[config.mk]
export PLATFORM = sky130hd
export DESIGN_NAME = falafel_req_decoder
export DESIGN_NICKNAME = d
export VERILOG_FILES = /design/src/rtl/falafel_pkg.sv /design/src/rtl/falafel_cmd_fifo.sv /design/src/rtl/falafel_req_decoder.sv
export SDC_FILE = /design/constraint.sdc
export NUM_CORES = 1
export LEC_CHECK = 0
export BUFFER_PORTS_ARGS = -buffer_cell sky130_fd_sc_hd__buf_2
export CAP_MARGIN = 10
export CORE_ASPECT_RATIO = 1.2
export CORE_MARGIN = 3
export CORE_UTILIZATION = 50
export CTS_CLUSTER_DIAMETER = 30
export CTS_CLUSTER_SIZE = 16
export DETAILED_ROUTE_END_ITERATION = 8
export GPL_TIMING_DRIVEN = 0
export PLACE_DENSITY = 0.83
export SYNTH_ARGS = -nofsm -noshare
export SYNTH_HDL_FRONTEND = slang
export SYNTH_SLANG_ARGS = --single-unit
[constraint.sdc]
create_clock -name clk_i -period 4 [get_ports clk_i]
set_input_delay 0.4 -clock clk_i [delete_from_list [all_inputs] [get_ports clk_i]]
set_output_delay 0.4 -clock clk_i [all_outputs]
set_load 0.02 [all_outputs]
[src/rtl/falafel_pkg.sv]
// Shared types and address map for the allocator host front end.
// Optional statistics counters in falafel_req_decoder are enabled by
// defining FALAFEL_DECODER_STATS_EN.
package falafel_pkg;

  localparam int PKG_DATA_W = 32;

  // Config register addresses
  localparam logic [PKG_DATA_W-1:0] FREE_LIST_PTR_ADDR = 32'h0000_0000;
  localparam logic [PKG_DATA_W-1:0] LOCK_PTR_ADDR      = 32'h0000_0004;
  localparam logic [PKG_DATA_W-1:0] LOCK_ID_ADDR       = 32'h0000_0008;

  // Command addresses, routed to the command FIFO
  localparam logic [PKG_DATA_W-1:0] ALLOC_CMD_ADDR     = 32'h0000_0010;
  localparam logic [PKG_DATA_W-1:0] FREE_CMD_ADDR      = 32'h0000_0014;

  typedef enum logic {
    CMD_ALLOC = 1'b0,
    CMD_FREE  = 1'b1
  } cmd_kind_e;

  typedef struct packed {
    cmd_kind_e               kind;
    logic [PKG_DATA_W-1:0]   payload;
  } cmd_t;

  typedef enum logic [1:0] {
    IDLE   = 2'd0,
    DRAIN  = 2'd1,
    COMMIT = 2'd2
  } req_dec_state_e;

  typedef enum logic [1:0] {
    CLS_BAD = 2'd0,
    CLS_CFG = 2'd1,
    CLS_CMD = 2'd2
  } addr_class_e;

  function automatic addr_class_e classify_addr(logic [PKG_DATA_W-1:0] addr);
    addr_class_e cls;
    cls = CLS_BAD;
    if (addr == FREE_LIST_PTR_ADDR || addr == LOCK_PTR_ADDR || addr == LOCK_ID_ADDR)
      cls = CLS_CFG;
    else if (addr == ALLOC_CMD_ADDR || addr == FREE_CMD_ADDR)
      cls = CLS_CMD;
    return cls;
  endfunction

endpackage

[src/rtl/falafel_cmd_fifo.sv]
// Synchronous FIFO for allocator commands. Head output comes straight
// from storage flops; a full FIFO refuses a push even when a pop happens
// in the same cycle (no bypass path).
module falafel_cmd_fifo #(
  parameter int WIDTH = 33,
  parameter int DEPTH = 4
) (
  input  logic             clk_i,
  input  logic             rst_i,
  input  logic             push_i,
  input  logic [WIDTH-1:0] push_data_i,
  input  logic             pop_i,
  output logic             valid_o,
  output logic [WIDTH-1:0] head_o,
  output logic             full_o,
  output logic             empty_o
);

  localparam int AW = $clog2(DEPTH);

  logic [WIDTH-1:0] mem_q [DEPTH];
  logic [AW-1:0]    wr_ptr_q, rd_ptr_q;
  logic [AW:0]      count_q;
  logic             push_ok, pop_ok;

  assign full_o  = (count_q == (AW+1)'(DEPTH));
  assign empty_o = (count_q == '0);
  assign push_ok = push_i & ~full_o;
  assign pop_ok  = pop_i & ~empty_o;
  assign valid_o = ~empty_o;
  assign head_o  = mem_q[rd_ptr_q];

  // Storage, pointers (wrap modulo DEPTH) and occupancy
  always_ff @(posedge clk_i) begin
    if (rst_i) begin
      wr_ptr_q <= '0;
      rd_ptr_q <= '0;
      count_q  <= '0;
      for (int i = 0; i < DEPTH; i++) mem_q[i] <= '0;
    end else begin
      if (push_ok) begin
        mem_q[wr_ptr_q] <= push_data_i;
        wr_ptr_q        <= wr_ptr_q + 1'b1;
      end
      if (pop_ok) rd_ptr_q <= rd_ptr_q + 1'b1;
      case ({push_ok, pop_ok})
        2'b10:   count_q <= count_q + 1'b1;
        2'b01:   count_q <= count_q - 1'b1;
        default: count_q <= count_q;
      endcase
    end
  end

endmodule

[src/rtl/falafel_req_decoder.sv]
// Host request decoder: splits requests into config-register write strobes
// and allocator commands (queued in falafel_cmd_fifo). A config write is
// held until the command queue is empty and the core is idle.
// Define FALAFEL_DECODER_STATS_EN to add saturating per-class counters.
//
// state  | meaning
// IDLE   | accepting requests
// DRAIN  | config latched, waiting for empty FIFO and idle core
// COMMIT | cfg_write_o asserted for this single cycle
module falafel_req_decoder
  import falafel_pkg::*;
#(
  parameter int DATA_W     = 32,
  parameter int FIFO_DEPTH = 4
) (
  input  logic              clk_i,
  input  logic              rst_i,
  input  logic              req_valid_i,
  output logic              req_ready_o,
  input  logic [DATA_W-1:0] req_addr_i,
  input  logic [DATA_W-1:0] req_data_i,
  output logic              cfg_write_o,
  output logic [DATA_W-1:0] cfg_addr_o,
  output logic [DATA_W-1:0] cfg_data_o,
  output logic              cmd_valid_o,
  input  logic              cmd_ready_i,
  output cmd_t              cmd_o,
  input  logic              core_busy_i,
  output logic              err_o,
  input  logic              err_clr_i
`ifdef FALAFEL_DECODER_STATS_EN
  ,
  output logic [DATA_W-1:0] stat_alloc_o,
  output logic [DATA_W-1:0] stat_free_o,
  output logic [DATA_W-1:0] stat_bad_o
`endif
);

  localparam int CMD_W = $bits(cmd_t);

  req_dec_state_e    state_q;
  logic              cfg_write_q;
  logic [DATA_W-1:0] cfg_addr_q, cfg_data_q;
  logic              err_q;
  addr_class_e       cls;
  logic              accept, push, pop, fifo_full, fifo_empty, can_commit;
  cmd_t              push_cmd;
  logic [CMD_W-1:0]  fifo_head;

  assign cls         = classify_addr(req_addr_i);
  assign req_ready_o = (state_q == IDLE) && ((cls == CLS_CMD) ? !fifo_full : 1'b1);
  assign accept      = req_valid_i & req_ready_o;
  assign push        = accept & (cls == CLS_CMD);
  assign pop         = cmd_valid_o & cmd_ready_i;
  assign can_commit  = fifo_empty & ~core_busy_i;

  // Build the command pushed for a CMD-class request
  always_comb begin
    push_cmd         = '0;
    push_cmd.kind    = (req_addr_i == FREE_CMD_ADDR) ? CMD_FREE : CMD_ALLOC;
    push_cmd.payload = req_data_i;
  end

  falafel_cmd_fifo #(
    .WIDTH (CMD_W),
    .DEPTH (FIFO_DEPTH)
  ) u_cmd_fifo (
    .clk_i       (clk_i),
    .rst_i       (rst_i),
    .push_i      (push),
    .push_data_i (push_cmd),
    .pop_i       (pop),
    .valid_o     (cmd_valid_o),
    .head_o      (fifo_head),
    .full_o      (fifo_full),
    .empty_o     (fifo_empty)
  );

  assign cmd_o       = cmd_t'(fifo_head);
  assign cfg_write_o = cfg_write_q;
  assign cfg_addr_o  = cfg_addr_q;
  assign cfg_data_o  = cfg_data_q;
  assign err_o       = err_q;

  // Config write sequencing; the strobe is registered alongside the state
  always_ff @(posedge clk_i) begin
    if (rst_i) begin
      state_q     <= IDLE;
      cfg_write_q <= 1'b0;
      cfg_addr_q  <= '0;
      cfg_data_q  <= '0;
    end else begin
      cfg_write_q <= 1'b0;
      case (state_q)
        IDLE: begin
          if (accept && cls == CLS_CFG) begin
            cfg_addr_q <= req_addr_i;
            cfg_data_q <= req_data_i;
            if (can_commit) begin
              state_q     <= COMMIT;
              cfg_write_q <= 1'b1;
            end else begin
              state_q <= DRAIN;
            end
          end
        end
        DRAIN: begin
          if (can_commit) begin
            state_q     <= COMMIT;
            cfg_write_q <= 1'b1;
          end
        end
        COMMIT:  state_q <= IDLE;
        default: state_q <= IDLE;
      endcase
    end
  end

  // Sticky error on unmapped address; a new error beats a clear
  always_ff @(posedge clk_i) begin
    if (rst_i) err_q <= 1'b0;
    else if (accept && cls == CLS_BAD) err_q <= 1'b1;
    else if (err_clr_i) err_q <= 1'b0;
  end

`ifdef FALAFEL_DECODER_STATS_EN
  logic [DATA_W-1:0] stat_alloc_q, stat_free_q, stat_bad_q;

  // Saturating per-class counters of accepted requests
  always_ff @(posedge clk_i) begin
    if (rst_i) begin
      stat_alloc_q <= '0;
      stat_free_q  <= '0;
      stat_bad_q   <= '0;
    end else if (accept) begin
      if (push && push_cmd.kind == CMD_ALLOC && stat_alloc_q != '1)
        stat_alloc_q <= stat_alloc_q + 1'b1;
      if (push && push_cmd.kind == CMD_FREE && stat_free_q != '1)
        stat_free_q <= stat_free_q + 1'b1;
      if (cls == CLS_BAD && stat_bad_q != '1)
        stat_bad_q <= stat_bad_q + 1'b1;
    end
  end

  assign stat_alloc_o = stat_alloc_q;
  assign stat_free_o  = stat_free_q;
  assign stat_bad_o   = stat_bad_q;
`endif

endmodule
==> results of run 1 <==
[final cells by class]
| type | count | area share |
|---|---|---|
| Clock inverter | 26 | 0.0241 |
| Sequential cell | 209 | 0.478 |
| Tap cell | 220 | 0.0239 |
| Timing Repair Buffer | 173 | 0.0824 |
| Buffer | 59 | 0.0255 |
| Clock buffer | 37 | 0.0804 |
| Multi-Input combinational cell | 365 | 0.273 |
| Inverter | 38 | 0.0124 |
[stage by stage]
| step | area [µm²] | cells | hold slack, ns | setup WS [ns] | setup TNS, ns |
|---|---|---|---|---|---|
| 6_report | 11500 | 1127 | 0.164 | 1.14 | 0 |
| 5_1_grt | 11500 | 1127 | 0.163 | 1.02 | 0 |
| 4_1_cts | 11500 | 1127 | 0.152 | 1.11 | 0 |
| 3_5_place_dp | 10300 | 1064 | 0.449 | 0.972 | 0 |
| 3_3_place_gp | 10200 | 1060 | 0.441 | -2.15 | -268.15 |
| 2_1_floorplan | 9040 | 671 | 0.462 | -0.222 | -21.98 |
[sequential cells by signal, summed over array words and instances, names as in the netlist, named ones only]
name / cells
err_o: 1
u_cmd_fifo.mem_q: 132
cfg_data_o: 32
u_cmd_fifo.count_q: 3
cfg_write_o: 1
u_cmd_fifo.rd_ptr_q: 2
cfg_addr_o: 32
u_cmd_fifo.wr_ptr_q: 2
state_q: 2
[synthesized netlist by cell type (all sizes together)]
library cell	instances
o211a	2
xnor2	1
o21a	1
nand2	72
mux2	2
nor2	13
o31ai	1
o21ai	5
mux4	33
nor3b	32
mux2i	34
nor3	102
inv	38
and4	3
nor2b	2
o221a	1
nor4	39
nand2b	1
clkbuf	34
and2	1
ha	1
nand4	5
and3	1
fa	1
edfxtp	132
dfxtp	77
xor2	3
a21oi	4
or3	2
nand3	2
buf	25
nor4b	1
[worst max-delay path by stage]
stage                                                 to  slack (ns)  cells after the start
detailed placement    u_cmd_fifo.count_q[2]$_SDFFE_PP0P_        0.97                     13
finish                                          cmd_o[0]        1.14                      4
global placement    u_cmd_fifo.mem_q[1][9]$_SDFFCE_PN0P_       -2.15                      7
global route          u_cmd_fifo.count_q[2]$_SDFFE_PP0P_        1.02                     12
floorplan           u_cmd_fifo.mem_q[2][0]$_SDFFCE_PN0P_       -0.22                      6
CTS                                             cmd_o[0]        1.11                      4
[power breakdown]
| group | total, W | leakage [nW] | internal, W | switching (W) |
|---|---|---|---|---|
| logic | 0.000246 | 1.80 | 0.0000766 | 0.000170 |
| clock network | 0.00305 | 0.584 | 0.00196 | 0.00108 |
| registers | 0.00236 | 1.95 | 0.00234 | 0.0000161 |
| total | 0.00565 | 4.34 | 0.00438 | 0.00127 |
[routing by layer]
metal / GRT usage / up-vias / part of all wire
met4: 0.121 / 2 / 0.040
li1: - / 2925 / -
met2: 0.421 / 395 / 0.52
met5: 0 / - / 0.00054
met1: 0.289 / 3136 / 0.34
met3: 0.0570 / 64 / 0.094
[tightest hold or removal path, delay by kind of cell]
family	cells	cell delay, ns
buffers and inverters	1	0.10
muxes	1	0.05
and+or+nand+nor	1	0.05
[cells by family after synthesis]
logic type / after synthesis / synth area share
xor gates and xnor gates: 4 / 0.00387
DFF: 209 / 0.609
adders and majority gates: 2 / 0.00360
and+or+nand+nor: 276 / 0.203
AOI/OAI and AO/OA: 14 / 0.0101
buffers and inverters: 97 / 0.0483
muxes: 69 / 0.122
==> results_dict.tcl, run 1 <==
set metrics [dict create \
    worstPathRequired_ns 3.60 \
    hold_end "cfg_data_o[26]$_SDFFE_PP0P_" \
    endpoint_kind "primary output" \
    path_clk_slew_ns 0.06 \
    synth_cell_types 39 \
    critPathArrivalTime_ns 2.46 \
    ys_seq_elements 209 \
    synthCells 671 \
    fin_crit_sh 0.715 \
    area_delta_synth_final_pct 27.3 \
    finalPower_w 0.00565 \
    antenna_found_initial 1 \
    pin_count 171 \
    die_y_um 153 \
    track_usage 0.247 \
    rr_endpoint "u_cmd_fifo.count_q[2]$_SDFFE_PP0P_" \
    post_drt_via_cell_ratio 5.79 \
    htree_num_levels 2 \
    rrSetupSlack_ns 1.17 \
    cts-buffers-inserted 36 \
    vias 6522 \
    cts_tree "done" \
    fillers 1261 \
    ys_seq_area_frac 0.609 \
    critical_path_class "reg2out" \
    grt_max_degree 24 \
    slew_headroom 0.404 \
    drt-initial-drc-count 624 \
    initial_core_util 0.513 \
    synth_top_area_share 0.438 \
    regArea_mm2 0.00551 \
    cts_hold_buf 0 \
    setup_viol 0 \
    cp-start-kind "flop" \
    p_per_area_mw_per_mm2 491 \
    rsz0062_at_grt "no" \
    final_util 0.653 \
    rr_worst_depth 12 \
    hp-start "req_data_i[26]" \
    synth_fp_nets 743 \
    syn_avg_cell_area_um2 13.5 \
    vdd_drop_max_uv 328 \
    drive_gt1_frac 0.404 \
    synth_top_cell_by_area "edfxtp_1" \
    hold_viol 0 \
    synthTopCellsByArea "edfxtp_1 44%, dfxtp_1 17%, mux4_2 8.2%, nor3_2 4.4%, nor4_2 4.4%" \
    grt_overflow 0 \
    yosys_warnings 0 \
    crit_family "buffers and inverters" \
    p_leak_nw 4.34 \
    min_path_cells 3 \
    drt_wl_total_um 24000 \
    die_w_um 129 \
    dpl.hpwl_um 16000 \
    crit_path_max_fanout 10 \
    worst_slew_pin_slew_ns 0.894 \
    slowest_delay_ns 0.63 \
    route.detailed.drc 0 \
    grt_pass1_vias 6934 \
    drv_cap 0 \
    ctsRootBufferMaster "clkbuf_16" \
    core_mm2 0.0176 \
    clockBufferDepth 3 \
    maxSlewViolCount 0 \
    post_cts_resized 0 \
    diodes 0 \
    final_nets 954 \
    row_count 53 \
    cp_num_buf_inv 3 \
    hold_class "in2reg" \
    critPathSlowestCell "mux4_2" \
    path_cells "clkbuf_1 -> buf_2 -> mux4_2 -> buf_2" \
    detail-route-antenna-nets 0 \
    place_congestion 0.807 \
    max_freq_mhz 350 \
    wl_per_cell_um 21.3 \
    place.port_buffers 169 \
    grt_pass1_wl_um 37900 \
    multi_input_area_mm2 0.00315 \
    finalClockSkew_ns 0.0136 \
    cts_sinks 209 \
    syn_area_mm2 0.00904 \
    cts_setup_buffers 0 \
    period_minus_slack_ns 2.86 \
    final_common_cell "buf_2" \
    clock_latency_ns 0.49 \
    drtPass1Iterations 6 \
    die-area_mm2 0.0197 \
    crit-reg2reg-launch "u_cmd_fifo.count_q[2]$_SDFFE_PP0P_" \
    final_cell_mix "179 x buf_2, 132 x edfxtp_1, 77 x dfxtp_1, 72 x nand2_1, 62 x nor3_1" \
    status "finished clean" \
    cpMostUsedCell "buf_2" \
]
No activity file was read; power rests on OpenSTA's default activity.
==> run 2, diff against run 1 <==
--- a/config.mk
+++ b/config.mk
@@ -9,12 +9,12 @@
 export CAP_MARGIN = 10
 export CORE_ASPECT_RATIO = 1.2
 export CORE_MARGIN = 3
-export CORE_UTILIZATION = 50
+export CORE_UTILIZATION = 55
 export CTS_CLUSTER_DIAMETER = 30
 export CTS_CLUSTER_SIZE = 16
 export DETAILED_ROUTE_END_ITERATION = 8
 export GPL_TIMING_DRIVEN = 0
-export PLACE_DENSITY = 0.83
+export PLACE_DENSITY = 0.86
 export SYNTH_ARGS = -nofsm -noshare
 export SYNTH_HDL_FRONTEND = slang
 export SYNTH_SLANG_ARGS = --single-unit
==> constraint.sdc (replaced) <==
create_clock -name clk_i -period 3 [get_ports clk_i]
set_input_delay 0.3 -clock clk_i [delete_from_list [all_inputs] [get_ports clk_i]]
set_output_delay 0.3 -clock clk_i [all_outputs]
set_load 0.02 [all_outputs]
==> results_dict.tcl, run 2 (synthesis results as in run 1) <==
set metrics [dict create \
    antenna_found_initial 0 \
    grt_pass1_wl_um 38000 \
    met3_usage 0.0740 \
    drv_cap 0 \
    grt_pass1_vias 7067 \
    regArea_mm2 0.00551 \
    dp_cells 1052 \
    area_delta_synth_final_pct 26.8 \
    die_w_um 123 \
    timing.critical_path.to "u_cmd_fifo.count_q[2]$_SDFFE_PP0P_" \
    fillers 986 \
    largest_reg_flops 132 \
    grtUsageMet2 0.465 \
    place.port_buffers 169 \
    hold_class "in2reg" \
    setup_viol 0 \
    crit-reg2reg-launch "state_q[0]$_SDFFE_PP0P_" \
    grt_util_met1 0.324 \
    post_drt_via_cell_ratio 5.92 \
    max_freq_mhz 356 \
    place_ws_ns 0.125 \
    clockBufferDepth 3 \
    endpoint_kind "flop" \
    diodes 0 \
    final_cell_mix "179 x buf_2, 132 x edfxtp_1, 77 x dfxtp_1, 72 x nand2_1, 62 x nor3_1" \
    final_common_cell "buf_2" \
    period_minus_slack_ns 2.81 \
    clock_latency_ns 0.50 \
    critPathArrivalTime_ns 3.23 \
    route.detailed.drc 0 \
    core_mm2 0.0158 \
    critPathSlowestCell "fa_1" \
    worst_slew_pin_slew_ns 0.876 \
    slowest_delay_ns 0.43 \
    grt_busiest_layer "met2" \
    path_clk_slew_ns 0.05 \
    cts_sinks 209 \
    setup_ws_ns 0.192 \
    status "finished clean" \
    die-area_mm2 0.0180 \
    path_cells "nor3b_1 -> nor2b_1 -> nand4_1 -> buf_2 -> buf_6 -> buf_6 -> ha_1 -> inv_1 -> fa_1 -> xor2_1 -> or3_1 -> a21oi_1" \
    drt-initial-drc-count 524 \
    cts-buffers-inserted 34 \
    htree_num_levels 2 \
    dpl.hpwl_um 15900 \
    rr_worst_depth 12 \
    place_congestion 0.793 \
    grt_max_degree 24 \
    cpMostUsedCell "buf_6" \
    grt_overflow 0 \
    die_y_um 146 \
    hold_viol 0 \
    vias 6591 \
    pin_count 171 \
    cts_hold_buf 0 \
    final-instance-count-excl-fill 1114 \
    track_usage 0.275 \
    drtPass1Iterations 5 \
    rrSetupSlack_ns 0.19 \
    multi_input_area_mm2 0.00315 \
    final_nets 952 \
    rr_endpoint "u_cmd_fifo.count_q[2]$_SDFFE_PP0P_" \
    drt_wl_total_um 24200 \
    initial_core_util 0.571 \
    fin_crit_sh 0.936 \
    finalClockSkew_ns 0.0102 \
    cp-start-kind "flop" \
    critical_path_class "reg2reg" \
    top_register "u_cmd_fifo.mem_q" \
    crit_path_max_fanout 10 \
    rsz0062_at_grt "no" \
    wl_per_cell_um 21.7 \
    vdd_drop_max_uv 452 \
    row_count 50 \
    detail-route-antenna-nets 0 \
    ctsRootBufferMaster "clkbuf_16" \
    cts_tree "done" \
    maxSlewViolCount 0 \
    slew_headroom 0.416 \
    drive_gt1_frac 0.402 \
    p_leak_nw 4.32 \
    p_per_area_mw_per_mm2 648 \
    worstPathRequired_ns 3.42 \
    hp-start "req_data_i[0]" \
    cp-startpoint "state_q[0]$_SDFFE_PP0P_" \
]
-- run 2: cell count changes in the layout (fill, tap and decap cells not counted), sizes merged --
cell	delta
clkbuf	+5
bufinv	-2
clkinv	-3
inv	-2
clkinvlp	+1
-- run 2: worst max-delay path, delay by kind of cell, from the launching register on --
kind | cells | cell delay (ns)
AOI/OAI and AO/OA | 1 | 0.14
adders and majority gates | 2 | 0.64
xor gates and xnor gates | 1 | 0.16
buffers and inverters | 4 | 0.71
DFF | 1 | 0.42
and+or+nand+nor | 4 | 0.66
-- run 2: worst min path at each step --
stage / cells past startpoint / to / slack [ns]
final: 3 / cfg_data_o[0]$_SDFFE_PP0P_ / 0.06
after global routing: 3 / cfg_data_o[26]$_SDFFE_PP0P_ / 0.07
after CTS: 3 / cfg_data_o[0]$_SDFFE_PP0P_ / 0.05
after floorplan: 2 / cfg_addr_o[2]$_SDFFE_PP0P_ / 0.44
after global placement: 2 / cfg_data_o[18]$_SDFFE_PP0P_ / 0.44
after detailed placement: 2 / cfg_data_o[14]$_SDFFE_PP0P_ / 0.44
-- run 2: routing by layer --
layer / share of wire / vias to the layer above / wire length, µm
met4: 0.038 / 0 / 919
met1: 0.35 / 3186 / 8500
met3: 0.093 / 74 / 2260
met5: 0 / - / 0
li1: - / 2913 / -
met2: 0.52 / 418 / 12500
-- run 2: stage by stage --
step / power, W / TNS [ns] / instance area, µm² / hold WS [ns] / utilization
2_1_floorplan: 0.00336 / -22.71 / 9040 / 0.442 / -
3_3_place_gp: 0.00350 / -194.19 / 10100 / 0.438 / 0.641
3_5_place_dp: 0.00352 / 0 / 10300 / 0.445 / 0.650
4_1_cts: 0.00744 / 0 / 11500 / 0.0521 / 0.724
5_1_grt: 0.00760 / 0 / 11500 / 0.0654 / 0.725
6_report: 0.00743 / 0 / 11500 / 0.0564 / 0.725
-- run 2: timing repair --
item / in CTS / in global routing
setup buffers: 0 / 0
gates resized for setup: 0 / 1
endpoints found under the setup margin: 0 / 1
-- run 2: where the power goes --
part | internal (W) | switching, W
registers | 0.00312 | 0.0000226
logic | 0.000101 | 0.000226
clock network | 0.00254 | 0.00142
-- run 2: area by class of cell --
class | count | share of cell area
well taps | 208 | 0.0227
clock inverters | 20 | 0.0165
repair buffers | 173 | 0.0820
inverters | 38 | 0.0124
clock buffers | 42 | 0.0861
multi-input cells | 365 | 0.275
flip-flops and latches | 209 | 0.480
plain buffers | 59 | 0.0256
==> run 3, diff against run 2 <==
--- a/config.mk
+++ b/config.mk
@@ -7,7 +7,7 @@
 export LEC_CHECK = 0
 export BUFFER_PORTS_ARGS = -buffer_cell sky130_fd_sc_hd__buf_2
 export CAP_MARGIN = 10
-export CORE_ASPECT_RATIO = 1.2
+export CORE_ASPECT_RATIO = 0.9
 export CORE_MARGIN = 3
 export CORE_UTILIZATION = 55
 export CTS_CLUSTER_DIAMETER = 30
==> results_dict.tcl, run 3 (synthesis results as in run 1) <==
set metrics [dict create \
    drv_cap 0 \
    track_usage 0.266 \
    grt_pass1_vias 6727 \
    drt_wl_total_um 23800 \
    cts_tree "done" \
    setup_viol 0 \
    rsz0062_at_grt "no" \
    crit_path_max_fanout 10 \
    p_int_w 0.00609 \
    place.port_buffers 169 \
    pwr-share-comb 0.042 \
    dp_cells 1046 \
    vdd_drop_max_uv 461 \
    max_freq_mhz 358 \
    grt_max_degree 25 \
    drt-initial-drc-count 569 \
    hold_viol 0 \
    rr_endpoint "u_cmd_fifo.count_q[2]$_SDFFE_PP0P_" \
    endpoint_kind "flop" \
    switching_power_w 0.00171 \
    final_cell_mix "179 x buf_2, 132 x edfxtp_1, 77 x dfxtp_1, 72 x nand2_1, 62 x nor3_1" \
    slowest_delay_ns 0.43 \
    final_area_mm2 0.0116 \
    path_clk_slew_ns 0.05 \
    p_sw_frac 0.219 \
    cts_hold_buf 0 \
    grt_overflow 0 \
    place_ws_ns 0.195 \
    die-area_mm2 0.0180 \
    area_delta_synth_final_pct 28.2 \
    hold_class "in2reg" \
    crit-reg2reg-launch "u_cmd_fifo.count_q[0]$_SDFFE_PP0P_" \
    route.detailed.drc 0 \
    path_cells "nor3b_2 -> nor2b_1 -> nand4_1 -> buf_2 -> buf_6 -> buf_6 -> ha_1 -> inv_1 -> fa_1 -> xor2_1 -> or3_1 -> a21oi_1" \
    maxSlewViolCount 0 \
    fillers 945 \
    cts-buffers-inserted 38 \
    p_per_area_mw_per_mm2 673 \
    rrSetupSlack_ns 0.21 \
    ctsRootBufferMaster "clkbuf_16" \
    critPathSlowestCell "fa_1" \
    place_congestion 0.780 \
    pwr-share-seq 0.403 \
    final-instance-count-excl-fill 1115 \
    fin_crit_sh 0.931 \
    final_common_cell "buf_2" \
    cp-start-kind "flop" \
    slew_headroom 0.424 \
    diodes 0 \
    hold_end "cfg_data_o[24]$_SDFFE_PP0P_" \
    critical_path_class "reg2reg" \
    min_path_cells 3 \
    cts_sinks 209 \
    row_count 43 \
    crit_family "simple AND/OR/NAND/NOR gates" \
    largest_reg_flops 132 \
    setup_ws_ns 0.206 \
    initial_core_util 0.574 \
    p_leak_nw 4.39 \
    die_w_um 141 \
    cp_num_buf_inv 4 \
    grt_pass1_wl_um 37000 \
    detail-route-antenna-nets 0 \
    drive_gt1_frac 0.409 \
    die_y_um 128 \
    period_minus_slack_ns 2.79 \
    dpl.hpwl_um 15800 \
    clockPowerShare 0.555 \
    worst_slew_pin_slew_ns 0.864 \
    clock_latency_ns 0.51 \
    clockBufferDepth 3 \
    critPathArrivalTime_ns 3.21 \
    htree_num_levels 2 \
    post_drt_via_cell_ratio 5.92 \
    final_nets 956 \
    finalClockSkew_ns 0.0215 \
    hp-start "req_data_i[24]" \
    top_register "u_cmd_fifo.mem_q" \
    worstPathRequired_ns 3.41 \
    rr_worst_depth 12 \
    cpMostUsedCell "buf_6" \
    pin_count 171 \
    vias 6598 \
    placed_area_mm2 0.0103 \
    finalPower_w 0.00780 \
    wl_per_cell_um 21.3 \
    drtPass1Iterations 5 \
    core_mm2 0.0158 \
    antenna_found_initial 0 \
    status "finished clean" \
]
run 3: cell types whose count changed in the layout (fill, tap and decap cells not counted):
cell	delta
clkinv_2	+4
bufinv_16	+2
clkbuf_16	+2
clkinv_1	-2
buf_12	+1
buf_16	-1
clkbuf_8	+1
clkinv_4	-1
inv_4	+1
run 3: final cells by class:
cell class	count	area [µm²]	area share
inverters	38	143	0.0123
clock inverters	24	259	0.0223
multi-input cells	365	3150	0.272
plain buffers	59	294	0.0254
flip-flops and latches	209	5510	0.475
clock buffers	45	1050	0.0907
well taps	202	253	0.0218
repair buffers	173	933	0.0805
run 3: stage by stage:
| stage | util | TNS, ns | hold WS, ns |
|---|---|---|---|
| 6_report | 0.735 | 0 | 0.0555 |
| 5_1_grt | 0.735 | 0 | 0.0552 |
| 4_1_cts | 0.735 | 0 | 0.0389 |
| 3_5_place_dp | 0.652 | 0 | 0.445 |
| 3_3_place_gp | 0.643 | -189.54 | 0.438 |
| 2_1_floorplan | - | -22.71 | 0.442 |
run 3: how the worst max path moves through the flow:
stage / from / slack [ns] / cells past startpoint / endpoint
after floorplan: req_addr_i[31] / -0.23 / 6 / u_cmd_fifo.mem_q[0][0]$_SDFFCE_PN0P_
after global routing: u_cmd_fifo.count_q[0]$_SDFFE_PP0P_ / 0.03 / 12 / u_cmd_fifo.count_q[2]$_SDFFE_PP0P_
after CTS: u_cmd_fifo.count_q[0]$_SDFFE_PP0P_ / 0.17 / 12 / u_cmd_fifo.count_q[2]$_SDFFE_PP0P_
final: u_cmd_fifo.count_q[0]$_SDFFE_PP0P_ / 0.21 / 12 / u_cmd_fifo.count_q[2]$_SDFFE_PP0P_
after detailed placement: req_addr_i[27] / 0.19 / 13 / u_cmd_fifo.count_q[2]$_SDFFE_PP0P_
after global placement: req_addr_i[27] / -1.57 / 7 / u_cmd_fifo.mem_q[1][17]$_SDFFCE_PN0P_
run 3: power by group through the flow:
stage                     logic (W)  registers, W  clock network, W
final                      0.000326       0.00314           0.00433
after CTS                  0.000325       0.00314           0.00435
after global placement     0.000297       0.00320                 0
after global routing       0.000348       0.00315           0.00448
after detailed placement   0.000320       0.00320                 0
after floorplan            0.000166       0.00319                 0
run 3: layer usage:
| metal | wire [µm] | track usage |
|---|---|---|
| met2 | 11400 | 0.424 |
| met5 | 0 | 0 |
| met1 | 9150 | 0.341 |
| met3 | 2430 | 0.0701 |
| met4 | 810 | 0.125 |
run 3: what timing repair did:
action                                 in CTS  in global routing
setup buffers                               0                  0
endpoints found under the hold margin       0                  0
resized for setup                           0                  1
setup endpoints to repair                   0                  1
run 3: worst register-to-register path: stages, from the launching register on:
cell and delay (ns):
dfxtp_1 0.35, nor3b_2 0.24, nor2b_1 0.10, nand4_1 0.08, buf_2 0.24, buf_6 0.21, buf_6 0.20, ha_1 0.21
inv_1 0.07, fa_1 0.43, xor2_1 0.15, or3_1 0.31, a21oi_1 0.14
